<file path="src/rtl/inst_queue.sv">
// Instruction prefetch queue: a first-word-fall-through FIFO of {pc, instr} pairs
// between fetch and decode, with a branch/jump flush and a saturating flush-drop counter.
module inst_queue #(
  parameter int DEPTH = 4,
  parameter int AW    = 2,
  parameter int DW    = 32
) (
  input  logic          clk,
  input  logic          rst,
  input  logic          flush,
  input  logic          in_valid,
  output logic          in_ready,
  input  logic [DW-1:0] in_pc,
  input  logic [DW-1:0] in_instr,
  output logic          out_valid,
  input  logic          out_ready,
  output logic [DW-1:0] out_pc,
  output logic [DW-1:0] out_instr,
  output logic [AW:0]   count,
  output logic [7:0]    flush_drops
);

  localparam logic [AW:0] FullCount = (AW + 1)'(DEPTH);

  logic [DW-1:0] pcMem_q    [DEPTH];
  logic [DW-1:0] instrMem_q [DEPTH];

  logic [AW-1:0] rdPtr_q, rdPtr_d;
  logic [AW-1:0] wrPtr_q, wrPtr_d;
  logic [AW:0]   count_q, count_d;
  logic [7:0]    drops_q, drops_d;

  logic          push;
  logic          pop;
  logic [8:0]    dropSum;

  // Handshake depends only on registered occupancy, so a full queue refuses
  // a push even while it pops and there is no combinational bypass.
  assign in_ready  = (count_q != FullCount);
  assign out_valid = (count_q != '0);
  assign push      = in_valid & in_ready;
  assign pop       = out_valid & out_ready;

  assign out_pc      = out_valid ? pcMem_q[rdPtr_q]    : '0;
  assign out_instr   = out_valid ? instrMem_q[rdPtr_q] : '0;
  assign count       = count_q;
  assign flush_drops = drops_q;

  assign dropSum = {1'b0, drops_q} + 9'(count_q);

  always_comb begin
    rdPtr_d = rdPtr_q;
    wrPtr_d = wrPtr_q;
    count_d = count_q;
    drops_d = drops_q;
    if (flush) begin
      rdPtr_d = '0;
      wrPtr_d = '0;
      count_d = '0;
      drops_d = dropSum[8] ? 8'hFF : dropSum[7:0];
    end else begin
      if (push) wrPtr_d = wrPtr_q + 1'b1;
      if (pop)  rdPtr_d = rdPtr_q + 1'b1;
      if (push && !pop)      count_d = count_q + 1'b1;
      else if (pop && !push) count_d = count_q - 1'b1;
    end
  end

  always_ff @(posedge clk or posedge rst) begin
    if (rst) begin
      rdPtr_q <= '0;
      wrPtr_q <= '0;
      count_q <= '0;
      drops_q <= '0;
    end else begin
      rdPtr_q <= rdPtr_d;
      wrPtr_q <= wrPtr_d;
      count_q <= count_d;
      drops_q <= drops_d;
    end
  end

  // Storage is deliberately left unreset; occupancy alone decides what is visible.
  always_ff @(posedge clk) begin
    if (push && !flush) begin
      pcMem_q[wrPtr_q]    <= in_pc;
      instrMem_q[wrPtr_q] <= in_instr;
    end
  end

`ifndef SYNTHESIS
  countBound: assert property (@(posedge clk) disable iff (rst) count_q <= FullCount);
  ptrConsistent: assert property (@(posedge clk) disable iff (rst)
    (wrPtr_q - rdPtr_q) == count_q[AW-1:0]);
`endif

endmodule

</file>
<file path="config.mk">
export PLATFORM = sky130hd
export DESIGN_NAME = inst_queue
export DESIGN_NICKNAME = d
export VERILOG_FILES = /design/src/rtl/inst_queue.sv
export SDC_FILE = /design/constraint.sdc
export NUM_CORES = 1
export LEC_CHECK = 0
export CAP_MARGIN = 15
export CORE_MARGIN = 8
export CORE_UTILIZATION = 51
export CTS_CLUSTER_SIZE = 28
export DETAILED_ROUTE_END_ITERATION = 10
export GPL_ROUTABILITY_DRIVEN = 1
export GPL_TIMING_DRIVEN = 0
export PLACE_DENSITY = 0.75
export SLEW_MARGIN = 10
export SYNTH_ARGS = -nofsm -noshare
export SYNTH_HDL_FRONTEND = slang
export SYNTH_SLANG_ARGS = --single-unit
</file>
<file path="constraint.sdc">
create_clock -name clk -period 5.9 [get_ports clk]
set_input_delay 1.18 -clock clk [delete_from_list [all_inputs] [get_ports clk]]
set_output_delay 1.18 -clock clk [all_outputs]
set_load 0.01 [all_outputs]
</file>
Word-level counts from Yosys, hierarchy flattened

Memories as Yosys holds them, arrays and structs flattened.
Cells that the tools add are included.

Register bits after elaboration: 15
RAM bits: 256
Input port bits: 69
Memories kept: 2

Memories:

| memory     | depth | bits a word | rd ports | clocked after Yosys merged registers in | write ports | RTL line | text |
|---|---|---|---|---|---|---|---|
| instrMem_q | 4     | 32          | 1        | 0                                       | 1           | 26       | `logic [DW-1:0] instrMem_q [DEPTH];` |
| pcMem_q    | 4     | 32          | 1        | 0                                       | 1           | 25       | `logic [DW-1:0] pcMem_q [DEPTH];` |

Add/sub/neg operators: 5
Eq/ne operators: 1
Multiplexer cells: 12
Bitwise gates (word level): 2
Reductions and logical operators: 10

Operators with widths:

| kind                                              | count |
|---|---|
| two-way mux 32 bit                                | 2 |
| adder 8 x 3 -> 9 bit                              | 1 |
| two-way mux 3 bit                                 | 3 |
| two-way mux 2 bit                                 | 4 |
| two-way mux 8 bit                                 | 1 |
| nonzero test 3 bit                                | 2 |
| adder 2 x 1 -> 2 bit (second input constant)      | 2 |
| nonzero test 2 bit                                | 2 |
| adder 3 x 1 -> 3 bit (second input constant)      | 1 |
| logical AND 1 bit                                 | 3 |
| logical NOT 1 bit                                 | 3 |
| != test 3 bit (second input constant)             | 1 |
| subtractor 3 x 1 -> 3 bit (second input constant) | 1 |
| bitwise AND 1 bit                                 | 2 |
| two-way mux 1 bit                                 | 2 |

Depth between registers and ports, before layout

Gate-level depths: netlist of run 1.

Depth in word-level cells: 7
Gate-level depth with buffers: 8

Worst setup path before layout of run 1

No wires, ideal clock.

Kind: input -> register
From: input in_valid
To: memory instrMem_q[0][0] (enable)
Arrival: 3.391 ns
Required time: 5.471 ns
Setup slack: 2.080 ns
Stages: 4
Path buffers: 1
Cell sequence: clkbuf_1 inv_1 nor3_1 and2_1

Word-level cells in the longest chain between the ends: 4

RTL lines:

| what                                    | RTL line | text |
|---|---|---|
| start: declaration                      | 11       | `input logic in_valid,` |
| bitwise AND 1 bit                       | 41       | `assign push = in_valid & in_ready;` |
| logical AND 1 bit                       | 85       | `if (push && !flush) begin` |
| two-way mux 1 bit                       | 85       |  |
| two-way mux 1 bit (not written as such) | 87       | `instrMem_q[wrPtr_q] <= in_instr;` |
| end: declaration                        | 26       |  |

No other way between the ends.

Final worst setup path of run 1

From: register count_q[1] (netlist: count[1])
To: output out_pc[3]

Word-level cells in the longest chain between the ends: 2

RTL lines:

| what                     | RTL line | text |
|---|---|---|
| start: declaration       | 30       | `logic [AW:0] count_q, count_d;` |
| start signal: assignment | 78       | `count_q <= count_d;` |
| nonzero test 3 bit       | 40       | `assign out_valid = (count_q != '0);` |
| two-way mux 32 bit       | 44       | `assign out_pc = out_valid ? pcMem_q[rdPtr_q] : '0;` |
| end: declaration         | 17       | `output logic [DW-1:0] out_pc,` |

No other way between the ends.

==> results of run 1 <==
-- flip-flops by register name (all words and copies together), names as in the netlist --
signal	flops
count	3
flush_drops	8
instrMem_q	128
pcMem_q	128
rdPtr_q	2
wrPtr_q	2
-- path summary, 6_finish.rpt --
check	from	to	slack [ps]	depth (start not counted)
max reg2reg	count[1]$_DFFE_PP0P_	count[2]$_DFFE_PP0P_	3100	8
min in group asynchronous	rst	flush_drops[4]$_DFFE_PP0P_	1030	2
min reg2reg	flush_drops[0]$_DFFE_PP0P_	flush_drops[0]$_DFFE_PP0P_	550	2
max in group asynchronous	rst	flush_drops[1]$_DFFE_PP0P_	4490	2
min	flush_drops[0]$_DFFE_PP0P_	flush_drops[0]$_DFFE_PP0P_	550	2
max	count[1]$_DFFE_PP0P_	out_pc[3]	1850	5
-- cell usage in the layout, fill, tap and decap left out, types with 3 or more instances in the layout --
cell,count
sky130_fd_sc_hd__and2_4,4
sky130_fd_sc_hd__clkbuf_16,27
sky130_fd_sc_hd__o21ai_0,7
sky130_fd_sc_hd__edfxtp_1,256
sky130_fd_sc_hd__and2_1,64
sky130_fd_sc_hd__nand3_1,5
sky130_fd_sc_hd__bufinv_16,5
sky130_fd_sc_hd__xor2_1,4
sky130_fd_sc_hd__clkbuf_1,17
sky130_fd_sc_hd__ha_1,7
sky130_fd_sc_hd__dfrtp_1,15
sky130_fd_sc_hd__nor2_1,5
sky130_fd_sc_hd__mux4_2,64
sky130_fd_sc_hd__clkdlybuf4s50_1,144
sky130_fd_sc_hd__buf_2,9
sky130_fd_sc_hd__clkinv_1,8
sky130_fd_sc_hd__buf_6,5
sky130_fd_sc_hd__clkinv_2,4
sky130_fd_sc_hd__nand2_1,4
sky130_fd_sc_hd__and3_1,3
sky130_fd_sc_hd__mux2i_1,6
sky130_fd_sc_hd__nor3_1,3
sky130_fd_sc_hd__a21oi_1,6
sky130_fd_sc_hd__buf_12,4
sky130_fd_sc_hd__inv_1,9
-- per-layer routing --
layer	up-vias	part of all wire	global-route usage
met5	-	0.0013	0
met4	4	0.019	0.0362
met3	42	0.078	0.0450
met2	206	0.49	0.275
met1	2832	0.41	0.213
li1	2433	-	-
-- logic make-up (layout without fill, tap and decap cells) --
| group | after synthesis | in the layout |
|---|---|---|
| adder cells (fa/ha/maj) | 9 | 9 |
| XOR/XNOR | 4 | 4 |
| flip-flops | 271 | 271 |
| AND/OR/NAND/NOR | 99 | 99 |
| buffers and inverters | 37 | 234 |
| AO/OA/AOI/OAI | 26 | 26 |
| multiplexers | 71 | 71 |
-- worst reg2reg max path, cell delays in order, from the launching register on --
cell and delay [ps]:
sky130_fd_sc_hd__dfrtp_1 450, sky130_fd_sc_hd__clkbuf_1 230, sky130_fd_sc_hd__nor3b_1 430, sky130_fd_sc_hd__inv_1 210, sky130_fd_sc_hd__and3_1 230, sky130_fd_sc_hd__fa_1 440
sky130_fd_sc_hd__a21bo_2 250, sky130_fd_sc_hd__a311oi_1 260, sky130_fd_sc_hd__o311a_1 230
-- report_power, final --
group | switching (W) | total (W) | internal [W]
logic | 0.000547 | 0.00122 | 0.000671
registers | 0.0000508 | 0.00225 | 0.00220
clock network | 0.000662 | 0.00171 | 0.00105
total | 0.00126 | 0.00518 | 0.00392
-- metrics by stage --
stage / total power, W / utilization / area (sq um) / worst slack, ps
after CTS: 0.00525 / 0.647 / 13500 / 1790
after detailed placement: 0.00353 / 0.604 / 12600 / 2000
after floorplan: 0.00294 / - / 10700 / 2080
final: 0.00518 / 0.647 / 13500 / 1850
after global placement: 0.00350 / 0.600 / 12500 / 254
after global routing: 0.00541 / 0.647 / 13500 / 1680
-- layout make-up --
class                   instances  share of cell area
flip-flops and latches        271               0.598
multi-input cells             209               0.183
repair buffers                148               0.113
clock buffers                  32              0.0515
well taps                     275              0.0255
clock inverters                17              0.0149
plain buffers                  28              0.0120
inverters                       9             0.00251
==> out/metrics.csv, run 1 <==
metric,value,unit
outcome,"finished, final reports clean",
cts.reportedPaths.clkPinSlew,60,ps
synthSimpleGateAreaFrac,0.0562,
finalCritPeriodShare,0.686,
synthesis.area,10700,sq um
area.sequential,8060,sq um
gr-total-overflow,0,
slew_viol_final,0,
fin_skew,11.1,ps
netlist.area_leader.share,0.718,
cts_hold_buf,0,
synth_top_family_by_area,multiplexers,
die-area,25900,sq um
count_of_buffer_and_inverter_cells_on_the_critical_path,3,
holdCritPathClass,flip-flop to flip-flop,
fin_hold_ws,550,ps
postCtsSetupRepairBufs,0,
cts-root-to-sink-buffers,3,
cpMostUsedCell,sky130_fd_sc_hd__clkbuf_1,
layout.nets,772,
yosys-top-cells-count,"sky130_fd_sc_hd__edfxtp_1 (256), sky130_fd_sc_hd__and2_1 (68), sky130_fd_sc_hd__mux4_2 (64), sky130_fd_sc_hd__dfrtp_1 (15), sky130_fd_sc_hd__clkbuf_1 (12)",
cts.sink_count,271,
std_cell_rows,53,
cts_tree,done,
chipHeight,161,microns
route.final.wire_length,21200,microns
area_delta_synth_final,25.9,%
crit_required,4720,ps
ys_warn_count,0,
finalNonFillerCells,989,
antenna_left,0,
place.gp.congestion,0.778,
initial_core_util,0.514,
netlist-cell-type-count,41,
post_synth_inst_count,517,
wl_per_cell,21.5,microns
finalSetupViolCount,0,
drive_above_1_share,0.176,
drt-pass1-iter-count,5,
grt_first_pass_wirelength,33500,microns
post-synth-top-count-cell,sky130_fd_sc_hd__edfxtp_1,
compound_gate_portion_of_the_synthesized_area,0.0162,
fmax,247,MHz
worst_slew_pin_slew,697,ps
rsz0062_at_grt,false,
worst_skew_pair.late_latency,520,ps
placed_cells,940,
post_synth_fa_ha_maj_area_fraction,0.0119,
max-vdd-ir-drop,0.000236,V
first_global_vias,5995,
top_level_ports,146,
max_cap_violations,0,
cts-root-buf,sky130_fd_sc_hd__clkbuf_16,
critical_path.max_fanout,10,
synthTopCellsByArea,"sky130_fd_sc_hd__edfxtp_1 (72%), sky130_fd_sc_hd__mux4_2 (13%), sky130_fd_sc_hd__and2_1 (4.0%)",
remaining_drc_errors,0,
antenna_cells,0,
post_cts_resize_count,0,
yosys.area_share.xor_xnor,0.00327,
grt_start_max_net_pins,36,
critical-path-max-stage-delay,560,ps
postSynthNetCount,595,
buffer_ports.inserted,144,
final_critical_path_time_including_i_o_delays_and_setup,4050,ps
critical_path.startpoint_type,flip-flop,
synth_ff_type,sky130_fd_sc_hd__edfxtp_1,
postSynthRegisterBits,271,
route.detailed.vias_per_inst,5.58,
seq_area_frac_synth,0.753,
critical_path_at,2870,ps
hpwlAfterDp,13600,microns
final.fill_count,1445,
hold_violations,0,
timing.max_slew.rel_slack,0.535,
power.density_cell_area,385,nW/um^2
cp_cell_sequence,or3_1 -> clkbuf_1 -> clkbuf_1 -> and2_1 -> clkdlybuf4s50_1,
postSynth.asyncResetShare,0.0554,
grt_antenna_before_repair,2,
drt_iter0_markers,339,
synth-edff-count,256,
critical_path_endpoint_category,output port,
setup_total_negative_slack,0,ps
grtUsageTotal,0.165,
synth_top_cell_by_area,sky130_fd_sc_hd__edfxtp_1,
maximum_level_of_the_cts_h_tree,1,
post_synthesis_mean_instance_area,20.7,sq um
die-width,161,microns
cts_inserted_buffers,27,
cell_type_group_with_the_largest_total_delay_on_the_critical_path,buffers and inverters,
multi_input_comb_area,2460,sq um
via_count,5517,
design.core.area,20800,sq um
critical_path.slowest_cell,sky130_fd_sc_hd__clkdlybuf4s50_1,
p_leak,4.44,nW
worstSetupPathType,flip-flop to output port,
muxShareOfSynthArea,0.141,
Power figures use the tool's default switching activity.
==> run 2: changes to the inputs <==
==> constraint.sdc (replaced) <==
create_clock -name clk -period 4.15 [get_ports clk]
set_input_delay 0.83 -clock clk [delete_from_list [all_inputs] [get_ports clk]]
set_output_delay 0.83 -clock clk [all_outputs]
set_load 0.01 [all_outputs]
==> results of run 2 <==
The final DEF is identical to that of run 1. Status: finished, final reports clean.
Main changes from that run: setup slack after placement 2000 ps -> 597 ps; setup slack after layout 1850 ps -> 450 ps; register-to-register setup slack 3100 ps -> 1350 ps; total power 0.00518 W -> 0.00737 W; worst IR drop on VDD 0.000236 V -> 0.000336 V
==> run 3: changes to the inputs <==
--- a/config.mk
+++ b/config.mk
@@ -5,14 +5,14 @@
 export SDC_FILE = /design/constraint.sdc
 export NUM_CORES = 1
 export LEC_CHECK = 0
-export CAP_MARGIN = 15
 export CORE_MARGIN = 8
 export CORE_UTILIZATION = 51
+export CTS_BUF_LIST = sky130_fd_sc_hd__clkbuf_8
 export CTS_CLUSTER_SIZE = 28
 export DETAILED_ROUTE_END_ITERATION = 10
 export GPL_ROUTABILITY_DRIVEN = 1
 export GPL_TIMING_DRIVEN = 0
-export PLACE_DENSITY = 0.75
+export PLACE_DENSITY = 0.85
 export SLEW_MARGIN = 10
 export SYNTH_ARGS = -nofsm -noshare
 export SYNTH_HDL_FRONTEND = slang
==> run 3 against run 2 <==
  * Clock power decreased by 16%
  * Die area unchanged
  * Worst setup slack got worse by 46 ps
  * Total power decreased by 5.3%
  * Routed wire length increased by 2.5%
  * Critical path type unchanged
  * Largest cell class unchanged
==> out/metrics.csv, run 3 (same netlist as run 1, synthesis figures left out) <==
metric,value,unit,change
outcome,"finished, final reports clean",,
grt_first_pass_wirelength,33400,microns,-0.43%
grt_antenna_before_repair,0,,-2
cts_hold_buf,0,,unchanged
first_global_vias,6058,,+1.1%
fmax,267,MHz,
fin_skew,19.1,ps,+7.97 ps
cts-root-buf,sky130_fd_sc_hd__clkbuf_8,,
setup_total_negative_slack,0,ps,unchanged
cts.reportedPaths.clkPinSlew,60,ps,about the same
top_level_ports,146,,unchanged
worst_skew_pair.late_latency,530,ps,about the same
design.core.area,20800,sq um,unchanged
cts-root-to-sink-buffers,3,,unchanged
cts_tree,done,,
comb_power_share,0.249,,+0.014
layout.nets,788,,+2.1%
route.final.wire_length,21800,microns,+2.5%
place.gp.congestion,0.763,,-1.9%
drt-pass1-iter-count,5,,unchanged
mostFrequentLayoutCells,"sky130_fd_sc_hd__edfxtp_1 (256), sky130_fd_sc_hd__clkdlybuf4s50_1 (144), sky130_fd_sc_hd__mux4_2 (64), sky130_fd_sc_hd__and2_1 (64), sky130_fd_sc_hd__clkbuf_8 (49)",,
finalPower,0.00698,W,
chipHeight,161,microns,unchanged
hpwlAfterDp,14200,microns,+4.3%
area_delta_synth_final,25.2,%,
gr-total-overflow,0,,unchanged
finalNonFillerCells,1017,,+2.8%
holdCritPathClass,flip-flop to flip-flop,,
die-width,161,microns,unchanged
final.fill_count,1395,,-3.5%
p_leak,4.48,nW,+0.94%
antenna_cells,0,,unchanged
std_cell_rows,53,,unchanged
timing.max_slew.rel_slack,0.574,,+0.0390
remaining_drc_errors,0,,unchanged
drt_iter0_markers,315,,-7.1%
cts_inserted_buffers,43,,+59%
maximum_level_of_the_cts_h_tree,2,,+1
power.density_cell_area,520,nW/um^2,
post-place-ws,716,ps,
share_clk_of_total_power,0.292,,-0.038
slew_viol_final,0,,unchanged
critical_path_at,2920,ps,+50 ps
worst_slack,405,ps,
buffer_ports.inserted,144,,unchanged
route.detailed.vias_per_inst,5.50,,-1.4%
intPower,0.00517,W,
antenna_left,0,,unchanged
initial_core_util,0.514,,unchanged
final_critical_path_time_including_i_o_delays_and_setup,3750,ps,
worstSetupPathType,flip-flop to output port,,
power.switching_fraction,0.260,,
critical_path.max_fanout,10,,unchanged
grtUsageTotal,0.167,,+0.00219
worst_slew_pin_slew,639,ps,-58.6 ps
critical_path.startpoint_type,flip-flop,,
placed_cells,940,,unchanged
finalCritPeriodShare,0.902,,
max_cap_violations,0,,unchanged
wl_per_cell,21.4,microns,-0.31%
drive_above_1_share,0.193,,+0.0163
finalSetupViolCount,0,,unchanged
critical_path_endpoint_category,output port,,
rsz0062_at_grt,false,,
cts.sink_count,271,,unchanged
post_cts_resize_count,0,,unchanged
via_count,5594,,+1.4%
grt_start_max_net_pins,52,,+44%
hold_violations,0,,unchanged
total_net_switching_power,0.00181,W,
utilization,0.644,,-0.00355
max-vdd-ir-drop,0.000287,V,
crit_required,3320,ps,
postCtsSetupRepairBufs,0,,unchanged
seq_power_share,0.459,,+0.024
layout.cells.most_common,sky130_fd_sc_hd__edfxtp_1,,
die-area,25900,sq um,unchanged
## run 3: changes by cell type in the layout (fill, tap and decap cells not counted)
cell                         previous run  this run
sky130_fd_sc_hd__clkinv_2               4         2
sky130_fd_sc_hd__clkinv_1               8         7
sky130_fd_sc_hd__inv_6                  0         1
sky130_fd_sc_hd__clkbuf_1              17        12
sky130_fd_sc_hd__bufinv_16              5         0
sky130_fd_sc_hd__clkbuf_8               0        49
sky130_fd_sc_hd__buf_12                 4         0
sky130_fd_sc_hd__clkinvlp_4             0         1
sky130_fd_sc_hd__clkbuf_16             27         0
sky130_fd_sc_hd__inv_1                  9        26
sky130_fd_sc_hd__buf_16                 0         4
## run 3: area by class of cell
class                      instances  area (sq um)  area share
sequential                       271          8060       0.601
multi-input combinational        209          2460       0.184
timing repair buffer             148          1550       0.116
clock buffer                      49           674      0.0503
tap                              275           344      0.0257
buffer                            28           161      0.0120
clock inverter                    28           116     0.00868
inverter                           9          33.8     0.00252
## run 3: worst paths after layout
kind / depth (start not counted) / startpoint / to / slack [ps]
max reg2reg: 8 / count[1]$_DFFE_PP0P_ / count[2]$_DFFE_PP0P_ / 1520
min reg2reg: 2 / flush_drops[0]$_DFFE_PP0P_ / flush_drops[0]$_DFFE_PP0P_ / 540
min: 2 / flush_drops[0]$_DFFE_PP0P_ / flush_drops[0]$_DFFE_PP0P_ / 540
max: 5 / count[1]$_DFFE_PP0P_ / out_pc[22] / 400
max in group asynchronous: 2 / rst / count[0]$_DFFE_PP0P_ / 3080
min in group asynchronous: 2 / rst / flush_drops[4]$_DFFE_PP0P_ / 660
## run 3: critical path, stage by stage, from the launching register on
cell and delay [ps]:
sky130_fd_sc_hd__dfrtp_1 440, sky130_fd_sc_hd__or3_1 200, sky130_fd_sc_hd__clkbuf_1 480, sky130_fd_sc_hd__clkbuf_1 470, sky130_fd_sc_hd__and2_1 250, sky130_fd_sc_hd__clkdlybuf4s50_1 560
## run 3: through the flow
step | hold WS, ps | instance area (sq um)
floorplan | 555 | 10700
global placement | 514 | 12500
detailed placement | 528 | 12600
CTS | 545 | 13400
global route | 589 | 13400
finish | 537 | 13400
## run 3: power groups by stage
| stage | registers, W | logic [W] | clock network (W) |
|---|---|---|---|
| 5_1_grt | 0.00322 | 0.00187 | 0.00221 |
| 4_1_cts | 0.00321 | 0.00177 | 0.00210 |
| 6_report | 0.00321 | 0.00173 | 0.00204 |
| 2_1_floorplan | 0.00326 | 0.000916 | 0 |
| 3_5_place_dp | 0.00326 | 0.00177 | 0 |
| 3_3_place_gp | 0.00326 | 0.00171 | 0 |
## run 3: metal layers
metal / routed length (microns) / part of all wire / vias up / GRT usage
met3: 1610 / 0.074 / 41 / 0.0471
met1: 8530 / 0.39 / 2861 / 0.199
met5: 0 / 0 / - / 0
met4: 453 / 0.021 / 0 / 0.0509
met2: 11200 / 0.51 / 218 / 0.289
li1: - / - / 2474 / -
